**src/rtl/up_state_pkg.sv**
```systemverilog
// Shared state encodings and constants for the uP state controller.
// Define UP_STATE_CHECKSUM_EN to build the boot image checksum check.
package up_state_pkg;

  localparam int IDX_W  = 16;
  localparam int DATA_W = 16;
  localparam int CSUM_W = 16;

`ifdef UP_STATE_CHECKSUM_EN
  localparam bit CSUM_EN = 1'b1;
`else
  localparam bit CSUM_EN = 1'b0;
`endif

  // Values 0..7 are the reported encodings; CHECK and ERROR are internal only.
  typedef enum logic [3:0] {
    ST_IDLE      = 4'd0,
    ST_BOOT_RD   = 4'd1,
    ST_BOOT_WAIT = 4'd2,
    ST_BOOT_WR   = 4'd3,
    ST_RUN       = 4'd4,
    ST_PAUSING   = 4'd5,
    ST_PAUSED    = 4'd6,
    ST_RESUMING  = 4'd7,
    ST_CHECK     = 4'd8,
    ST_ERROR     = 4'd9
  } up_state_e;

  // CHECK still looks like boot-in-progress; ERROR reads as IDLE with o_bootErr set.
  function automatic logic [2:0] report_state(input up_state_e s);
    logic [3:0] sv;
    logic [2:0] r;
    sv = s;
    case (s)
      ST_CHECK: r = 3'd2;
      ST_ERROR: r = 3'd0;
      default:  r = sv[2:0];
    endcase
    return r;
  endfunction

  function automatic logic core_released(input up_state_e s);
    return (s == ST_RUN) || (s == ST_PAUSING) ||
           (s == ST_PAUSED) || (s == ST_RESUMING);
  endfunction

  function automatic logic pause_held(input up_state_e s);
    return (s == ST_PAUSING) || (s == ST_PAUSED);
  endfunction

endpackage

```
**src/rtl/up_boot_copier.sv**
```systemverilog
// Boot copy datapath: word index, ROM read / memory write strobes and the
// optional running checksum (UP_STATE_CHECKSUM_EN). Sequenced by up_state_ctrl.
module up_boot_copier
  import up_state_pkg::*;
#(
  parameter int BOOT_WORDS = 32768
) (
  input  logic              clk_i,
  input  logic              rst_ni,
  input  logic              rd_go_i,
  input  logic              cap_i,
  input  logic              wr_go_i,
  input  logic              inc_i,
  input  logic [DATA_W-1:0] rom_data_i,
  output logic [IDX_W-1:0]  rom_addr_o,
  output logic              rom_rd_o,
  output logic [IDX_W-1:0]  mem_addr_o,
  output logic [DATA_W-1:0] mem_data_o,
  output logic              mem_wr_o,
  output logic              last_word_o,
  output logic              chk_idx_o,
  output logic              chk_ok_o
);

  localparam logic [IDX_W-1:0] LAST_IDX = IDX_W'(BOOT_WORDS - 1);
  localparam logic [IDX_W-1:0] CHK_IDX  = IDX_W'(BOOT_WORDS);

  logic [IDX_W-1:0]  idx_q, idx_d;
  logic [IDX_W-1:0]  rom_addr_q, rom_addr_d;
  logic              rom_rd_q, rom_rd_d;
  logic [IDX_W-1:0]  mem_addr_q, mem_addr_d;
  logic              mem_wr_q, mem_wr_d;
  logic [DATA_W-1:0] data_q, data_d;

  // The read address is taken from the post-increment index so that the
  // BOOT_WR -> BOOT_RD transition already presents the next word.
  always_comb begin
    idx_d      = idx_q;
    rom_addr_d = rom_addr_q;
    mem_addr_d = mem_addr_q;
    data_d     = data_q;
    if (inc_i) begin
      idx_d = idx_q + 1'b1;
    end
    rom_rd_d = rd_go_i;
    if (rd_go_i) begin
      rom_addr_d = idx_d;
    end
    if (cap_i) begin
      data_d = rom_data_i;
    end
    mem_wr_d = wr_go_i;
    if (wr_go_i) begin
      mem_addr_d = {1'b0, idx_q[IDX_W-2:0]};
    end
  end

  always_ff @(posedge clk_i or negedge rst_ni) begin
    if (!rst_ni) begin
      idx_q      <= '0;
      rom_addr_q <= '0;
      rom_rd_q   <= 1'b0;
      mem_addr_q <= '0;
      mem_wr_q   <= 1'b0;
      data_q     <= '0;
    end else begin
      idx_q      <= idx_d;
      rom_addr_q <= rom_addr_d;
      rom_rd_q   <= rom_rd_d;
      mem_addr_q <= mem_addr_d;
      mem_wr_q   <= mem_wr_d;
      data_q     <= data_d;
    end
  end

  assign rom_addr_o  = rom_addr_q;
  assign rom_rd_o    = rom_rd_q;
  assign mem_addr_o  = mem_addr_q;
  assign mem_data_o  = data_q;
  assign mem_wr_o    = mem_wr_q;
  assign last_word_o = (idx_q == LAST_IDX);
  assign chk_idx_o   = (idx_q == CHK_IDX);

`ifdef UP_STATE_CHECKSUM_EN
  logic [CSUM_W-1:0] sum_q, sum_d;
  logic [CSUM_W-1:0] chk_sum;

  // data_q holds the word being written during BOOT_WR, so accumulate there.
  always_comb begin
    sum_d = sum_q;
    if (inc_i) begin
      sum_d = sum_q + data_q;
    end
  end

  always_ff @(posedge clk_i or negedge rst_ni) begin
    if (!rst_ni) begin
      sum_q <= '0;
    end else begin
      sum_q <= sum_d;
    end
  end

  // In CHECK, data_q holds the checksum word read at idx = BOOT_WORDS.
  assign chk_sum  = sum_q + data_q;
  assign chk_ok_o = (chk_sum == '0);
`else
  assign chk_ok_o = 1'b1;
`endif

endmodule

```
**src/rtl/up_state_ctrl.sv**
```systemverilog
// uP state controller: copies the boot image into memory, releases the core,
// then serves pause/resume requests. UP_STATE_CHECKSUM_EN adds the image checksum.
module up_state_ctrl
  import up_state_pkg::*;
#(
  parameter int BOOT_WORDS = 32768
) (
  input  logic        i_clk,
  input  logic        i_rstn,
  input  logic        i_pauseReq,
  input  logic        i_resumeReq,
  output logic [15:0] o_romAddr,
  output logic        o_romRd,
  input  logic [15:0] i_romData,
  input  logic        i_romValid,
  output logic [15:0] o_memAddr,
  output logic [15:0] o_memDataOut,
  output logic        o_memWr,
  output logic        o_smIsBooted,
  output logic        o_smStartPause,
  input  logic        i_smNowPaused,
  output logic [2:0]  o_smState,
  output logic        o_bootErr
);

  up_state_e  state_q, state_d;
  logic       booted_q, booted_d;
  logic       start_q, start_d;
  logic [2:0] rpt_q, rpt_d;
  logic       err_q, err_d;

  logic rd_go, cap, wr_go, inc;
  logic last_word, chk_idx, chk_ok;

  // Pause handshake: o_smStartPause is a level held from PAUSING through
  // PAUSED; the core answers with i_smNowPaused, which tracks it one cycle
  // late, so the request is only dropped after an explicit resume and the
  // FSM returns to RUN once the acknowledge has actually fallen.
  always_comb begin
    state_d = state_q;
    case (state_q)
      ST_IDLE:      state_d = ST_BOOT_RD;
      ST_BOOT_RD:   state_d = ST_BOOT_WAIT;
      ST_BOOT_WAIT: if (i_romValid) state_d = chk_idx ? ST_CHECK : ST_BOOT_WR;
      ST_BOOT_WR:   state_d = (last_word && !CSUM_EN) ? ST_RUN : ST_BOOT_RD;
      ST_CHECK:     state_d = chk_ok ? ST_RUN : ST_ERROR;
      ST_RUN:       if (i_pauseReq) state_d = ST_PAUSING;
      ST_PAUSING:   if (i_smNowPaused) state_d = ST_PAUSED;
      ST_PAUSED:    if (i_resumeReq) state_d = ST_RESUMING;
      ST_RESUMING:  if (!i_smNowPaused) state_d = ST_RUN;
      ST_ERROR:     state_d = ST_ERROR;
      default:      state_d = ST_IDLE;
    endcase
  end

  // Outputs are decoded from the next state and registered with it.
  always_comb begin
    booted_d = core_released(state_d);
    start_d  = pause_held(state_d);
    rpt_d    = report_state(state_d);
    err_d    = CSUM_EN && (state_d == ST_ERROR);
    rd_go    = (state_d == ST_BOOT_RD);
    wr_go    = (state_d == ST_BOOT_WR);
    cap      = (state_q == ST_BOOT_WAIT) && i_romValid;
    inc      = (state_q == ST_BOOT_WR);
  end

  always_ff @(posedge i_clk or negedge i_rstn) begin
    if (!i_rstn) begin
      state_q  <= ST_IDLE;
      booted_q <= 1'b0;
      start_q  <= 1'b0;
      rpt_q    <= 3'd0;
      err_q    <= 1'b0;
    end else begin
      state_q  <= state_d;
      booted_q <= booted_d;
      start_q  <= start_d;
      rpt_q    <= rpt_d;
      err_q    <= err_d;
    end
  end

  up_boot_copier #(
    .BOOT_WORDS (BOOT_WORDS)
  ) u_copier (
    .clk_i       (i_clk),
    .rst_ni      (i_rstn),
    .rd_go_i     (rd_go),
    .cap_i       (cap),
    .wr_go_i     (wr_go),
    .inc_i       (inc),
    .rom_data_i  (i_romData),
    .rom_addr_o  (o_romAddr),
    .rom_rd_o    (o_romRd),
    .mem_addr_o  (o_memAddr),
    .mem_data_o  (o_memDataOut),
    .mem_wr_o    (o_memWr),
    .last_word_o (last_word),
    .chk_idx_o   (chk_idx),
    .chk_ok_o    (chk_ok)
  );

  assign o_smIsBooted   = booted_q;
  assign o_smStartPause = start_q;
  assign o_smState      = rpt_q;
  assign o_bootErr      = err_q;

endmodule

```
**config.mk**
```make
export PLATFORM = sky130hd
export DESIGN_NAME = up_state_ctrl
export DESIGN_NICKNAME = d
export VERILOG_FILES = /design/src/rtl/up_state_pkg.sv /design/src/rtl/up_boot_copier.sv /design/src/rtl/up_state_ctrl.sv
export SDC_FILE = /design/constraint.sdc
export NUM_CORES = 1
export LEC_CHECK = 0
export CORE_ASPECT_RATIO = 2
export CORE_MARGIN = 3
export CORE_UTILIZATION = 53
export DETAILED_ROUTE_END_ITERATION = 8
export GPL_TIMING_DRIVEN = 0
export PLACE_DENSITY = 0.85
export SETUP_SLACK_MARGIN = 0.5
export SYNTH_ARGS = -nofsm -noshare
export SYNTH_HDL_FRONTEND = slang
export SYNTH_HIERARCHICAL = 1
export SYNTH_SLANG_ARGS = --single-unit
```
**constraint.sdc**
```tcl
create_clock -name i_clk -period 8.1 [get_ports i_clk]
set_clock_uncertainty 0.15 [all_clocks]
set_input_delay 1.62 -clock i_clk [delete_from_list [all_inputs] [get_ports i_clk]]
set_output_delay 1.62 -clock i_clk [all_outputs]
set_load 0.01 [all_outputs]
```
==> run_results.csv <==
group,metric,value,unit
logic_synthesis,synth_xor_xnor_area_share,4.17,%
logic_synthesis,yosysTopAreaCell,"dfrtp_1",
logic_synthesis,synth-compound-area-share,4.53,%
global_route,grt_pass1_vias,2301,
worst_setup_path,crit_fanout,10,
die,die_y,115,um
cts,ctsResizeCount,0,
route,final_antenna_net_count,0,
final_layout,final_nets,351,
route,vias_per_cell,5.58,
cts,clk_latency,0.33,ns
final_layout,area_delta_synth_final,35.6,%
route,post_drt_wl_per_cell,16.8,um
logic_synthesis,muxShareOfSynthArea,16.8,%
global_route,grt_pass1_wl,10900,um
placed_design,gp_congestion,0.771,
die,die-width,60.5,um
route,drtIter0Drc,54,
global_route,antenna_found_initial,0,
global_route,grt_start_max_net_pins,75,
final_layout,insertedDiodeCount,0,
power,power_density,329,nW/um2
min_path,min_path_type,"register to register",
die,core-area,5760,um2
global_route,grt_usage,21.5,%
logic_synthesis,ys_top_cells_by_area,"dfrtp_1 (59%), mux2_2 (16%), xor2_1 (2.5%), xnor2_1 (1.7%), nand2_1 (1.2%)",
placed_design,portBuffers,75,
logic_synthesis,yosys.area_share.simple,11.1,%
route,drt-total-wl,6600,um
placed_design,dp_hpwl,4810,um
cts,clkTransAtPathRegs,0.05,ns
sta,worstMarginPinSlew,0.877,ns
route,vias,2192,
logic_synthesis,synth_cell_types,44,
cts,cts_buffers,9,
logic_synthesis,syn_avg_cell_area,13.1,um2
worst_setup_path,worstSetupPathType,"input port to register",
sta,hold_violations,0,
cts,cts.sinks,74,
worst_setup_path,cp.required,8.16,ns
logic_synthesis,yosysMostFrequentCell,"dfrtp_1",
worst_setup_path,r2r.worst_path.cells,11,
logic_synthesis,synth_ff_type,"dfrtp_1",
power,p_leak,1.95,nW
logic_synthesis,yosys_warnings,6,
route,drc,0,
cts,clock_path_buffers,2,
logic_synthesis,yosysSeqAreaShare,58.8,%
placed_design,dp_slack,3.29,ns
logic_synthesis,synth-seq-cells,74,
worst_setup_path,startpoint_type,"input port",
route,dr.pass1.iters,4,
global_route,overflow,0,
final_layout,regArea,1850,um2
sta,rsz0062_at_grt,"no",
die,fp-row-count,39,
cts,hold_buffers,0,
sta,slew_violations,0,
die,ios,78,
logic_synthesis,postSynth.asyncResetShare,100,%
logic_synthesis,synth_top_area_share,58.8,%
logic_synthesis,netlist_area,3150,um2
worst_setup_path,cp.arrival,4.46,ns
logic_synthesis,synth_fa_ha_area_share,0.795,%
final_layout,nFillCells,392,
flow_run,cap_violations,0,
cts,cts.htree.levels,3,
sta,setup_viol,0,
die,die_area,6960,um2
logic_synthesis,synth_edf_count,0,
logic_synthesis,synth_top_family_by_area,"multiplexers",
cts,cts_tree,"done",
power,ir_drop,227,uV
sta,period_needed,4.40,ns
cts,cts-root-buf,"clkbuf_16",
logic_synthesis,syn-num-nets,265,
die,start_util,54.7,%
final_layout,final_layout_size_suffix_gt1_share,24.1,%
sta,fmax,228,MHz
min_path,hold_depth,1,
logic_synthesis,syn-instance-count,241,
sta,tns,0,ns
sta,slew_headroom,41.5,%
power,finalPower,0.00141,W
sta,post-route-worst-setup-slack,3.70,ns
logic_synthesis,synthTopCellsByCount,"dfrtp_1 (74), mux2_2 (46), nand2_1 (10)",
sta,period_share,54.3,%
worst_setup_path,cp-end-kind,"register",
cts,cts_setup_buffers,0,
final_layout,multi_input_area,1190,um2
status,status,"finished, final reports clean",
==> sequential cells by signal (all words and copies together) (netlist names) <==
name	count
u_copier/rom_addr_o	16
u_copier/mem_data_o	16
u_copier/mem_addr_o	15
o_smState	3
o_smStartPause	1
u_copier/rom_rd_o	1
o_smIsBooted	1
u_copier/mem_wr_o	1
state_q	4
u_copier/idx_q	16
==> worst paths after layout <==
check                      slack (ns)                                 from                             endpoint
min in group asynchronous        1.25                               i_rstn   u_copier/mem_data_o[6]$_DFFE_PN0P_
max in group asynchronous        5.97                               i_rstn          u_copier/mem_wr_o$_DFF_PN0_
max                              3.70                           i_romValid  u_copier/rom_addr_o[12]$_DFFE_PN0P_
max reg2reg                      4.15          u_copier/idx_q[9]$_DFF_PN0_  u_copier/rom_addr_o[12]$_DFFE_PN0P_
min                              0.35  u_copier/mem_addr_o[13]$_DFFE_PN0P_  u_copier/mem_addr_o[13]$_DFFE_PN0P_
min reg2reg                      0.35  u_copier/mem_addr_o[13]$_DFFE_PN0P_  u_copier/mem_addr_o[13]$_DFFE_PN0P_
==> report_power, final <==
part           total, W  leakage [nW]  switching, W  internal [W]
logic          0.000494         0.839      0.000215      0.000279
registers      0.000527         0.966     0.0000606      0.000466
clock network  0.000385         0.149      0.000140      0.000245
total           0.00141          1.95      0.000416      0.000991
==> routing by layer <==
metal  wire length, um  GRT usage (%)  vias to the layer above
met3               266           5.96                       13
met4               150           11.0                        0
met1              2270           22.5                     1093
met5                 0              0                        -
li1                  -              -                     1022
met2              3910           37.6                       64
==> metrics by stage <==
step	hold WS [ns]	instances	utilization (%)	instance area (um2)
final	0.354	393	74.2	4270
after global routing	0.365	393	74.2	4270
after CTS	0.357	393	74.2	4270
after detailed placement	0.344	377	69.0	3970
after global placement	0.337	377	69.1	3980
after floorplan	0.341	241	-	3150
==> critical path, stage by stage <==
cell and delay, ns:
clkdlybuf4s50_1 0.46, nand2b_1 0.07, o211a_1 0.22, or2_1 0.26, a2111oi_0 0.58, clkbuf_1 0.38, clkbuf_1 0.47, mux2_2 0.40
==> placed cells by master, fill, tap and decap left out, types with 6 or more instances in the layout <==
| cell | netlist | routed |
|---|---|---|
| clkdlybuf4s50_1 | 0 | 74 |
| clkbuf_1 | 5 | 6 |
| clkbuf_16 | 0 | 9 |
| xor2_1 | 9 | 9 |
| nor4_1 | 6 | 6 |
| nor2_1 | 8 | 8 |
| dfrtp_1 | 74 | 74 |
| xnor2_1 | 6 | 6 |
| mux2_2 | 46 | 46 |
| nand2_1 | 10 | 10 |
| inv_1 | 8 | 8 |
==> logic make-up (layout without fill, tap and decap cells) <==
family,count (synthesis),in the layout
XOR/XNOR,15,15
flip-flops,74,74
buffers and inverters,24,115
AND/OR/NAND/NOR,58,58
other,3,3
multiplexers,47,47
adder cells (fa/ha/maj),2,2
AO/OA/AOI/OAI,18,18
==> layout make-up <==
cell class | count | share of cell area (%)
inverters | 9 | 0.791
well taps | 61 | 1.79
repair buffers | 75 | 17.5
clock buffers | 11 | 5.68
clock inverters | 5 | 1.26
plain buffers | 15 | 1.76
multi-input cells | 143 | 27.8
flip-flops and latches | 74 | 43.4
Note: power is estimated with default switching activity, not from simulation.
